<file path="src/rtl/teras_wb_bridge.sv">
// Wishbone slave bridging a host CPU to the teras core through input/output FIFOs.
// Optional pad mirror of core results is enabled by defining TERAS_BRIDGE_IO_MIRROR_EN.
module teras_wb_bridge #(
    parameter int unsigned DATA_W    = 32,
    parameter int unsigned IN_DEPTH  = 4,
    parameter int unsigned OUT_DEPTH = 4,
    parameter int unsigned IO_W      = 24,
    parameter int unsigned IO_LSB    = 8,
    parameter int unsigned PADS      = 38
) (
    input  logic              clk,
    input  logic              rst_n,
    input  logic              wbs_stb_i,
    input  logic              wbs_cyc_i,
    input  logic              wbs_we_i,
    input  logic [3:0]        wbs_sel_i,
    input  logic [31:0]       wbs_dat_i,
    input  logic [31:0]       wbs_adr_i,
    output logic              wbs_ack_o,
    output logic [31:0]       wbs_dat_o,
    output logic              core_rts_o,
    input  logic              core_rtr_i,
    output logic [DATA_W-1:0] core_data_o,
    input  logic              core_rts_i,
    output logic              core_rtr_o,
    input  logic [DATA_W-1:0] core_data_i,
    output logic [PADS-1:0]   io_out,
    output logic [PADS-1:0]   io_oeb
);

    localparam int unsigned IN_AW  = $clog2(IN_DEPTH);
    localparam int unsigned IN_CW  = IN_AW + 1;
    localparam int unsigned OUT_AW = $clog2(OUT_DEPTH);
    localparam int unsigned OUT_CW = OUT_AW + 1;

    localparam logic [1:0] REG_DATA_IN  = 2'd0;
    localparam logic [1:0] REG_DATA_OUT = 2'd1;
    localparam logic [1:0] REG_STATUS   = 2'd2;
    localparam logic [1:0] REG_CTRL     = 2'd3;

    logic              ack_q, ack_d;
    logic [31:0]       dat_q, dat_d;
    logic              rd_ok_q, rd_ok_d;
    logic              run_q, run_d;
    logic              flush_q, flush_d;
    logic              ovf_q, ovf_d;
    logic              unf_q, unf_d;

    logic [DATA_W-1:0] in_mem_q [IN_DEPTH];
    logic [DATA_W-1:0] in_mem_d [IN_DEPTH];
    logic [IN_AW-1:0]  in_wr_ptr_q, in_wr_ptr_d, in_rd_ptr_q, in_rd_ptr_d;
    logic [IN_CW-1:0]  in_cnt_q, in_cnt_d;

    logic [DATA_W-1:0] out_mem_q [OUT_DEPTH];
    logic [DATA_W-1:0] out_mem_d [OUT_DEPTH];
    logic [OUT_AW-1:0] out_wr_ptr_q, out_wr_ptr_d, out_rd_ptr_q, out_rd_ptr_d;
    logic [OUT_CW-1:0] out_cnt_q, out_cnt_d;

    logic        req, acc, wr_acc, rd_acc;
    logic [1:0]  reg_sel;
    logic        in_full, in_empty, out_full, out_empty;
    logic        in_push_req, in_push, in_pop, ovf_set;
    logic        out_push, out_pop, out_rd_acc, unf_set;
    logic        st_clr, ctrl_wr;
    logic [31:0] status_w, rdata;
    logic        unused_ok;

    assign unused_ok = ^{wbs_sel_i[3:1], wbs_adr_i[31:4], wbs_adr_i[1:0], wbs_dat_i};

    // Request is accepted in one cycle; side effects land in the ack cycle.
    assign req     = wbs_cyc_i & wbs_stb_i & ~ack_q;
    assign acc     = ack_q & wbs_cyc_i & wbs_stb_i;
    assign wr_acc  = acc & wbs_we_i;
    assign rd_acc  = acc & ~wbs_we_i;
    assign reg_sel = wbs_adr_i[3:2];

    assign in_full   = (in_cnt_q == IN_CW'(IN_DEPTH));
    assign in_empty  = (in_cnt_q == '0);
    assign out_full  = (out_cnt_q == OUT_CW'(OUT_DEPTH));
    assign out_empty = (out_cnt_q == '0);

    assign core_rts_o  = ~in_empty & run_q;
    assign core_data_o = in_mem_q[in_rd_ptr_q];
    assign core_rtr_o  = ~out_full;

    assign in_pop      = core_rts_o & core_rtr_i & ~flush_q;
    assign in_push_req = wr_acc & (reg_sel == REG_DATA_IN);
    assign in_push     = in_push_req & (~in_full | in_pop) & ~flush_q;
    assign ovf_set     = in_push_req & in_full & ~in_pop;

    assign out_push    = core_rts_i & core_rtr_o & ~flush_q;
    assign out_rd_acc  = rd_acc & (reg_sel == REG_DATA_OUT);
    assign out_pop     = out_rd_acc & rd_ok_q;
    assign unf_set     = out_rd_acc & ~rd_ok_q;

    assign st_clr  = wr_acc & (reg_sel == REG_STATUS) & wbs_sel_i[0];
    assign ctrl_wr = wr_acc & (reg_sel == REG_CTRL) & wbs_sel_i[0];

    assign wbs_ack_o = ack_q;
    assign wbs_dat_o = dat_q;

    always_comb begin
        status_w        = '0;
        status_w[0]     = in_full;
        status_w[1]     = in_empty;
        status_w[2]     = out_full;
        status_w[3]     = out_empty;
        status_w[4]     = ovf_q;
        status_w[5]     = unf_q;
        status_w[15:8]  = 8'(in_cnt_q);
        status_w[23:16] = 8'(out_cnt_q);
    end

    // Read data is captured at request time; a pending flush makes DATA_OUT look empty.
    always_comb begin
        rdata = '0;
        unique case (reg_sel)
            REG_DATA_OUT: rdata = (out_empty | flush_q) ? 32'd0 : 32'(out_mem_q[out_rd_ptr_q]);
            REG_STATUS:   rdata = status_w;
            REG_CTRL:     rdata = {30'd0, run_q, flush_q};
            default:      rdata = '0;
        endcase
    end

    always_comb begin
        in_mem_d    = in_mem_q;
        in_wr_ptr_d = in_wr_ptr_q;
        in_rd_ptr_d = in_rd_ptr_q;
        in_cnt_d    = in_cnt_q;
        if (flush_q) begin
            in_wr_ptr_d = '0;
            in_rd_ptr_d = '0;
            in_cnt_d    = '0;
        end else begin
            if (in_push) begin
                in_mem_d[in_wr_ptr_q] = DATA_W'(wbs_dat_i);
                in_wr_ptr_d           = in_wr_ptr_q + IN_AW'(1);
            end
            if (in_pop) begin
                in_rd_ptr_d = in_rd_ptr_q + IN_AW'(1);
            end
            unique case ({in_push, in_pop})
                2'b10:   in_cnt_d = in_cnt_q + IN_CW'(1);
                2'b01:   in_cnt_d = in_cnt_q - IN_CW'(1);
                default: in_cnt_d = in_cnt_q;
            endcase
        end
    end

    always_comb begin
        out_mem_d    = out_mem_q;
        out_wr_ptr_d = out_wr_ptr_q;
        out_rd_ptr_d = out_rd_ptr_q;
        out_cnt_d    = out_cnt_q;
        if (flush_q) begin
            out_wr_ptr_d = '0;
            out_rd_ptr_d = '0;
            out_cnt_d    = '0;
        end else begin
            if (out_push) begin
                out_mem_d[out_wr_ptr_q] = core_data_i;
                out_wr_ptr_d            = out_wr_ptr_q + OUT_AW'(1);
            end
            if (out_pop) begin
                out_rd_ptr_d = out_rd_ptr_q + OUT_AW'(1);
            end
            unique case ({out_push, out_pop})
                2'b10:   out_cnt_d = out_cnt_q + OUT_CW'(1);
                2'b01:   out_cnt_d = out_cnt_q - OUT_CW'(1);
                default: out_cnt_d = out_cnt_q;
            endcase
        end
    end

    // Status sticky bits: set wins over W1C, flush clears everything.
    always_comb begin
        ack_d   = req;
        dat_d   = '0;
        rd_ok_d = rd_ok_q;
        run_d   = run_q;
        flush_d = 1'b0;
        if (req & ~wbs_we_i) begin
            dat_d   = rdata;
            rd_ok_d = ~out_empty & ~flush_q;
        end
        if (ctrl_wr) begin
            run_d   = wbs_dat_i[1];
            flush_d = wbs_dat_i[0];
        end
        if (flush_q) begin
            ovf_d = 1'b0;
            unf_d = 1'b0;
        end else begin
            ovf_d = (ovf_q & ~(st_clr & wbs_dat_i[4])) | ovf_set;
            unf_d = (unf_q & ~(st_clr & wbs_dat_i[5])) | unf_set;
        end
    end

    always_ff @(posedge clk or negedge rst_n) begin
        if (!rst_n) begin
            ack_q        <= 1'b0;
            dat_q        <= '0;
            rd_ok_q      <= 1'b0;
            run_q        <= 1'b1;
            flush_q      <= 1'b0;
            ovf_q        <= 1'b0;
            unf_q        <= 1'b0;
            in_mem_q     <= '{default: '0};
            in_wr_ptr_q  <= '0;
            in_rd_ptr_q  <= '0;
            in_cnt_q     <= '0;
            out_mem_q    <= '{default: '0};
            out_wr_ptr_q <= '0;
            out_rd_ptr_q <= '0;
            out_cnt_q    <= '0;
        end else begin
            ack_q        <= ack_d;
            dat_q        <= dat_d;
            rd_ok_q      <= rd_ok_d;
            run_q        <= run_d;
            flush_q      <= flush_d;
            ovf_q        <= ovf_d;
            unf_q        <= unf_d;
            in_mem_q     <= in_mem_d;
            in_wr_ptr_q  <= in_wr_ptr_d;
            in_rd_ptr_q  <= in_rd_ptr_d;
            in_cnt_q     <= in_cnt_d;
            out_mem_q    <= out_mem_d;
            out_wr_ptr_q <= out_wr_ptr_d;
            out_rd_ptr_q <= out_rd_ptr_d;
            out_cnt_q    <= out_cnt_d;
        end
    end

`ifdef TERAS_BRIDGE_IO_MIRROR_EN
    logic [IO_W-1:0] mirror_q, mirror_d;
    logic            strobe_q, strobe_d;

    // Latest pushed result held on pads, with a one-cycle strobe per push.
    always_comb begin
        mirror_d = mirror_q;
        strobe_d = out_push;
        if (out_push) begin
            mirror_d = core_data_i[IO_W-1:0];
        end
    end

    always_ff @(posedge clk or negedge rst_n) begin
        if (!rst_n) begin
            mirror_q <= '0;
            strobe_q <= 1'b0;
        end else begin
            mirror_q <= mirror_d;
            strobe_q <= strobe_d;
        end
    end

    always_comb begin
        io_out                     = '0;
        io_out[IO_LSB +: IO_W]     = mirror_q;
        io_out[IO_LSB + IO_W]      = strobe_q;
        io_oeb                     = '1;
        io_oeb[IO_LSB +: IO_W + 1] = '0;
    end
`else
    assign io_out = '0;
    assign io_oeb = '1;
`endif

endmodule

</file>
<file path="config.mk">
export PLATFORM = sky130hd
export DESIGN_NAME = teras_wb_bridge
export DESIGN_NICKNAME = d
export VERILOG_FILES = /design/src/rtl/teras_wb_bridge.sv
export SDC_FILE = /design/constraint.sdc
export NUM_CORES = 1
export LEC_CHECK = 0
export ABC_AREA = 1
export BUFFER_PORTS_ARGS = -buffer_cell sky130_fd_sc_hd__clkbuf_2
export CAP_MARGIN = 10
export CORE_UTILIZATION = 40
export CTS_CLUSTER_SIZE = 10
export DETAILED_ROUTE_END_ITERATION = 6
export PLACE_DENSITY = 0.61
export SYNTH_ARGS = -nofsm -noshare
export SYNTH_HDL_FRONTEND = slang
export SYNTH_SLANG_ARGS = --single-unit
</file>
<file path="constraint.sdc">
create_clock -name clk -period 2 [get_ports clk]
set_input_delay 0.1 -clock clk [delete_from_list [all_inputs] [get_ports clk]]
set_output_delay 0.1 -clock clk [all_outputs]
set_load 0.05 [all_outputs]
</file>
# After elaboration in Yosys (flattened, before gate mapping)
# Cells that the tools add are included.
# op_classes
n_reduce_logical	13
div_mod_pow	0
muxes	30
n_shift	0
n_lt_le_gt_ge	6
addsub	8
bitwise_logic	48
n_mul	0
eq_ne	9
# ops
operator	n
bitwise mux 128 bit	2
two-way mux 32 bit	8
binary-select mux 32 bit (select 2 bit)	2
demux 32 bit (select 2 bit)	2
one-hot mux 32 bit (3 select lines)	1
bitwise AND 1 bit	29
two-way mux 2 bit	8
greater-or-equal comparator 3 bit (second input constant)	4
inverter 2 -> 3 bit	4
one-hot mux 3 bit (2 select lines)	2
inverter 1 bit	11
adder 2 x 1 -> 2 bit (second input constant)	4
== test 2 bit (second input constant)	4
nonzero test 2 bit	4
adder 3 x 1 -> 3 bit (second input constant)	2
== test 2 x 1 -> 1 bit (second input constant)	3
== test 3 bit (second input constant)	2
zero test 3 bit	2
less-than comparator 3 x 1 -> 1 bit (second input constant)	2
two-way mux 3 bit	2
nonzero test 3 bit	2
subtractor 3 x 1 -> 3 bit (second input constant)	2
OR 1 bit	4
AND reduction 2 bit	2
other kinds (3)	6
# totals
mem_bits_rw	0
output_inout_bits	143
mem_bits_ro	0
n_memories	0
wordCells	135
register_bits	308
inputBits	107
latch_bits	0

# Logic depth before layout (Yosys ltp)
# Gate-level depths: netlist of the first run.
# logic_depth
depth_word	11
mapped_depth	14
ltp_nobuf	14

# Worst setup path before layout of the first run
# Ideal clock, no wire load.
# synth_path
kind	reg2reg
startpoint	register ack_q (netlist: wbs_ack_o)
endpoint	register in_cnt_q[2]
synth_period_minus_slack_ns	2.284
setup_time_ns	0.118
arrival_time_ns	2.166
path_stages_with_launch	12
path_slack_ns	-0.284
t_required_ns	1.882
n_path_buf	0
cell_sequence	dfrtp_1 -> nand4_1 -> nor2_1 -> inv_1 -> nand2_1 -> inv_1 -> fa_1 -> xnor2_1 -> o21bai_1 -> nand2_1 -> nand3_1 -> nand2_1
# synth_via
elab_chain_cells	9
elab_cells_between_ends	11
classes_between	2 x eq/ne; 2 x mux; 6 x bitwise; 1 x reduce/logical
# synth_rtl
element	line_no	rtl
start, declared	41	logic ack_q, ack_d;
start signal, assigned	217	ack_q <= ack_d;
bitwise AND 1 bit (*) (2 in series)	72	assign acc = ack_q & wbs_cyc_i & wbs_stb_i;
bitwise AND 1 bit (*)	73	assign wr_acc = acc & wbs_we_i;
bitwise AND 1 bit (*)	87	assign in_push_req = wr_acc & (reg_sel == REG_DATA_IN);
bitwise AND 1 bit (*) (2 in series)	88	assign in_push = in_push_req & (~in_full | in_pop) & ~flush_q;
== test 2 x 1 -> 1 bit or == test 2 bit (tied branches)	142	unique case ({in_push, in_pop})
one-hot mux 3 bit (2 select lines)	142	
two-way mux 3 bit	130	if (flush_q) begin
end signal, assigned	227	in_cnt_q <= in_cnt_d;
end, declared	52	logic [IN_CW-1:0] in_cnt_q, in_cnt_d;
# Every way passes the cells marked *; elsewhere a longest branch is shown, timed or not.
# A chain may end at the register's enable or synchronous reset.

# Final worst setup path of the first run
# layout_path
startpoint	register in_rd_ptr_q[0]
endpoint	output port core_data_o[24]
# layout_via
elab_chain_cells	4
# layout_rtl
element	line_no	rtl
start, declared	51	logic [IN_AW-1:0] in_wr_ptr_q, in_wr_ptr_d, in_rd_ptr_q, in_rd_ptr_d;
start signal, assigned	226	in_rd_ptr_q <= in_rd_ptr_d;
inverter 2 -> 3 bit (implied by the code)	83	assign core_data_o = in_mem_q[in_rd_ptr_q];
binary-select mux 32 bit (select 2 bit)	83	
two-way mux 32 bit (implied by the code) (2 in series)	83	
end, declared	23	output logic [DATA_W-1:0] core_data_o,
# Every way passes these cells. The select of a mux whose other input is x is not followed.

==> results of run 1 <==
repair_timing:
| action | in CTS | in global routing |
|---|---|---|
| endpoints found under the hold margin | 572 | 0 |
| hold buffers | 74 | 0 |
| setup buffers | 0 | 1 |
| setup endpoints to repair | 32 | 39 |
| pin swaps | 0 | 3 |
| resized for setup | 37 | 52 |
area by class of cell:
class | instances | area share (%)
well taps | 455 | 3.25
clock inverters | 5 | 0.428
flip-flops and latches | 308 | 44.0
inverters | 69 | 1.48
repair buffers | 274 | 12.6
multi-input cells | 1226 | 32.3
clock buffers | 53 | 5.92
diodes | 1 | 0.0143
cell usage in the layout (no fill, tap or decap), types with 38 or more instances in the layout:
| cell type | Yosys | layout |
|---|---|---|
| clkbuf_2 | 0 | 107 |
| dlygate4sd3_1 | 0 | 73 |
| nand3_1 | 146 | 146 |
| inv_1 | 64 | 62 |
| clkbuf_16 | 0 | 38 |
| o21ai_0 | 257 | 238 |
| nand2_1 | 450 | 448 |
| conb_1 | 2 | 76 |
| buf_4 | 77 | 48 |
| nor2_1 | 179 | 177 |
| dfrtp_1 | 307 | 303 |
worst paths after layout:
check,start,endpoint,slack (ps),depth (start not counted)
max in group asynchronous,rst_n,in_mem_q[21],1150,3
max,in_rd_ptr_q[0],core_data_o[24],40,5
min,wbs_stb_i,wbs_dat_o[4],30,5
max reg2reg,in_cnt_q[1],in_cnt_q[2],160,12
min reg2reg,in_mem_q[94],in_mem_q[94],470,2
min in group asynchronous,rst_n,in_cnt_q[1],80,2
power breakdown:
part	total (mW)	switching (mW)	internal (mW)
logic	8.94	5.99	2.95
registers	8.47	0.783	7.69
clock network	6.20	2.59	3.61
registers in the layout, summed over array words and instances (netlist names), 2 cells and up:
signal	count
in_cnt_q	3
out_mem_q	128
out_wr_ptr_q	2
in_wr_ptr_q	2
out_rd_ptr_q	2
out_cnt_q	3
in_rd_ptr_q	2
wbs_dat_o	32
in_mem_q	128
critical path, stage by stage (launching register included):
cell and delay (ps):
dfrtp_2 430, clkinv_1 110, buf_8 220, nor2_1 80
o22ai_2 240, clkbuf_8 230
cell usage after synthesis (all sizes together) (2+ instances only):
master	number	area share, %
fa	2	0.28
nand2	456	12
conb	2	0.053
dfrtp	307	54
buf	108	5.6
a21oi	33	1.2
o22ai	43	1.9
xnor2	2	0.12
nand3	146	5.1
clkbuf	78	2.1
a22oi	3	0.16
ha	8	0.70
nor2	181	4.9
nand4	6	0.31
inv	68	1.8
nor3	2	0.070
o21ai	266	9.3
through the flow:
stage,setup WS (ps),std cells,instance area [um^2],hold slack [ps]
2_1_floorplan,-67.5,1789,14700,-196
3_3_place_gp,109,2257,15500,29.5
3_5_place_dp,44.2,2257,15500,33.6
4_1_cts,0.172,2389,17500,3.01
5_1_grt,-32.2,2391,17500,49.5
6_report,36.4,2391,17500,26.2
logic make-up after synthesis:
family / count (synthesis) / share of synthesized area, %
adders and majority gates: 10 / 0.984
and+or+nand+nor: 791 / 22.6
xor gates and xnor gates: 2 / 0.123
AOI/OAI and AO/OA: 347 / 12.7
other: 2 / 0.0527
buffers and inverters: 255 / 9.48
DFF: 308 / 54.1
layer usage:
layer | part of all wire, % | global-route usage (%)
met5 | 0 | 0
met4 | 1.9 | 5.91
met3 | 6.1 | 3.31
met2 | 48 | 35.1
met1 | 44 | 28.2
==> flow_summary.json, run 1 <==
{
  "grt_max_degree": 84,
  "p_leak_nw": 9.03,
  "worst_pin_slew_ps": 724,
  "syn_inst": 1715,
  "critical_path_class": "reg2out",
  "gp_congestion": 0.829,
  "startpoint_type": "flip-flop",
  "nets": 2034,
  "crit_fanout": 28,
  "die-area_mm2": 0.0364,
  "fin_crit_sh_pct": 98.2,
  "io_buffers": 140,
  "io_pins": 250,
  "first_pass_iters": 4,
  "timing.setup.tns_ps": 0,
  "synth_edf_count": 0,
  "synth_warnings": 0,
  "layout-drive-gt1-share_pct": 15.6,
  "overflow": 0,
  "drv_slew": 0,
  "synthesis.area_mm2": 0.0142,
  "cp-end-kind": "output pin",
  "multiInputGateArea_mm2": 0.00567,
  "finClkSkew_ps": 23.2,
  "rsz0062_at_grt": "true",
  "fmax_mhz": 509,
  "vias": 12100,
  "max_cap_viol_count": 0,
  "h-tree-depth": 2,
  "worst_ep_arrival_time_ps": 1860,
  "antenna_found_initial": 1,
  "hold_violations": 0,
  "finalWirelength_mm": 37.8,
  "setup_viol": 0,
  "hold_class": "in2reg",
  "ys_seq_elements": 308,
  "clk_path_buf_depth": 3,
  "finish.utilization_pct": 50.4,
  "drc": 0,
  "die_w_um": 191,
  "cellPowerDensity_mw_per_mm2": 1350,
  "viasPerCell": 5.05,
  "cts_root_buffer": "clkbuf_16",
  "fill_cells": 3293,
  "fp.coreArea_mm2": 0.0348,
  "grt_pass1_wl_mm": 60.9,
  "grt_pass1_vias": 11600,
  "ys_types": 30,
  "die_h_um": 191,
  "slew_headroom_pct": 51.7,
  "vdd_drop_max_mv": 0.993,
  "initial_core_util_pct": 40.9,
  "finalCriticalPeriod_ps": 1960,
  "cts_tree": "done",
  "ys_seq_area_share_pct": 54.1,
  "ant_nets": 0,
  "grt_util_all_layers_pct": 21.0,
  "total_power_mw": 23.6,
  "cts_buffers": 38,
  "path_clk_slew_ps": 60,
  "worstSkewPairLatency_ps": 530,
  "wl_per_cell_um": 15.8,
  "register_area_mm2": 0.00771,
  "required_ps": 1900,
  "syn_avg_cell_area_um2": 8.30,
  "core.rowCount": 68,
  "synth_flop_cell": "dfrtp_1",
  "first_iter_violations": 761,
  "status": "completed",
  "cts_sinks": 308,
  "post-dp-hpwl_mm": 22.5,
  "async_reset_ff_share_pct": 100,
  "syn_to_final_growth_pct": 23.1
}
No activity file was read; power rests on OpenSTA's default activity.
==> run 2, diff against run 1 <==
CORE_UTILIZATION = 51   (was 40)
PLACE_DENSITY = 0.75   (was 0.61)
clock period = 1.7 ns   (was 2 ns; I/O delays follow)
==> flow_summary.json, run 2 (synthesis gave the netlist of run 1 again) <==
{
  "worst_pin_slew_ps": 934,
  "antenna_found_initial": 5,
  "viasPerCell": 6.43,
  "max_cap_viol_count": 0,
  "fin_crit_sh_pct": 160,
  "vias": 15300,
  "die_w_um": 169,
  "hold_violations": 0,
  "cp_slowest_stage_delay_ps": 710,
  "timing.setup.tns_ps": -43500,
  "drv_slew": 0,
  "violations": "negative setup slack",
  "stdcell_area_mm2": 0.0214,
  "drc": 0,
  "setup_viol": 200,
  "fmax_mhz": 367,
  "initial_core_util_pct": 52.4,
  "cts_root_buffer": "clkbuf_16",
  "vdd_drop_max_mv": 1.07,
  "slew_headroom_pct": 37.5,
  "fin_cells": 2382,
  "cts_buffers": 37,
  "die-area_mm2": 0.0286,
  "required_ps": 1620,
  "fp.coreArea_mm2": 0.0272,
  "grt_pass1_wl_mm": 69.9,
  "cts_tree": "done",
  "cp-end-kind": "output pin",
  "path_cells": "clkinv_4, buf_16, nor2_1, o22ai_4, buf_12",
  "finClkSkew_ps": 57.0,
  "fill_cells": 1474,
  "core.rowCount": 60,
  "path_clk_slew_ps": 70,
  "critical_path_class": "reg2out",
  "io_pins": 250,
  "crit_family": "simple AND/OR/NAND/NOR gates",
  "die_h_um": 169,
  "post-dp-hpwl_mm": 23.3,
  "clk_path_buf_depth": 3,
  "holdWs_ps": 10.3,
  "io_buffers": 140,
  "reg2reg_from": "wbs_ack_o",
  "worst_slack_ps": -1020,
  "crit_fanout": 11,
  "finalCriticalPeriod_ps": 2720,
  "grt_pass1_vias": 13500,
  "worstSkewPairLatency_ps": 580,
  "first_pass_iters": 6,
  "final_cell_mix": "dfrtp_1, nand2_1, o21ai_0, nor2_1, nand2_2",
  "layout-drive-gt1-share_pct": 37.6,
  "wl_per_cell_um": 27.2,
  "overflow": 0,
  "worst_ep_arrival_time_ps": 2640,
  "final_common_cell": "dfrtp_1",
  "grt_util_all_layers_pct": 30.9,
  "reg2reg_setup_slack_ps": -510,
  "cellPowerDensity_mw_per_mm2": 1610,
  "p_leak_nw": 10.0,
  "startpoint_type": "flip-flop",
  "h-tree-depth": 2,
  "status": "finished with violations",
  "nets": 2114,
  "grt_max_degree": 71,
  "hold_class": "in2async",
  "reg2reg_to": "in_cnt_q[2]",
  "syn_to_final_growth_pct": 50.1,
  "critPathBufInv": 3,
  "rsz0062_at_grt": "true",
  "slowest_stage": "nor2_1",
  "cts_sinks": 308,
  "gp_congestion": 0.863,
  "ant_nets": 0,
  "first_iter_violations": 2431,
  "worst_r2r_path_depth": 11,
  "dpl_cell_area_mm2": 0.0164,
  "placed_cells": 2195,
  "finalWirelength_mm": 64.8
}
run 2: cell count changes in the layout (fill, tap and decap cells not counted), moves of 29 or more:
cell | before | now
nand2_1 | 448 | 247
nand2_2 | 7 | 113
nand3_1 | 146 | 68
o22ai_4 | 0 | 29
o21ai_0 | 238 | 194
buf_12 | 13 | 56
nand3_2 | 0 | 71
nor2_2 | 2 | 32
nand2_4 | 1 | 92
nor2_1 | 177 | 132
run 2: final cells by class:
type                    count  area, um^2  area share (%)
flip-flops and latches    308        7710            36.1
clock inverters             3        45.0           0.211
clock buffers              45         977            4.57
inverters                  69         272            1.27
repair buffers            355        4070            19.0
multi-input cells        1226        7830            36.6
diodes                      4        10.0          0.0468
well taps                 372         465            2.18
run 2: per-layer routing:
metal | vias up | wire length, um | GRT usage (%)
met4 | 15 | 6100 | 15.2
met1 | 7218 | 20800 | 38.1
met5 | - | 259 | 0
li1 | 6023 | - | -
met3 | 591 | 9900 | 7.22
met2 | 1464 | 27700 | 51.1
run 2: how the worst max path moves through the flow:
stage                        start         endpoint  slack, ps  cells past startpoint
global placement       in_cnt_q[0]      in_cnt_q[2]        -80                     12
CTS                 in_rd_ptr_q[0]   core_data_o[1]       -200                      5
finish              in_rd_ptr_q[0]  core_data_o[13]      -1020                      5
detailed placement     in_cnt_q[0]      in_cnt_q[2]       -180                     12
floorplan                wbs_ack_o      in_cnt_q[2]       -280                     11
global route        in_rd_ptr_q[0]  core_data_o[13]       -980                      5
run 2: stage by stage:
step	worst slack, ps	power (mW)	util (%)
after floorplan	-278	18.2	-
after global placement	-75.5	22.6	60.3
after detailed placement	-177	22.9	60.3
after CTS	-203	30.8	69.7
after global routing	-982	35.5	78.6
final	-1020	34.4	78.7
run 2: report_power, final:
group	internal (mW)	switching, mW
sequential	9.05	1.19
combinational	6.39	10.5
clock	4.04	3.24
total	19.5	14.9
run 2: what timing repair did:
action | CTS | global route
hold endpoints to repair | 573 | 0
pin swaps | 9 | 79
resized for setup | 132 | 507
endpoints found under the setup margin | 162 | 198
gates cloned | 16 | 20
buffers inserted | 11 | 17
hold buffers | 73 | 0
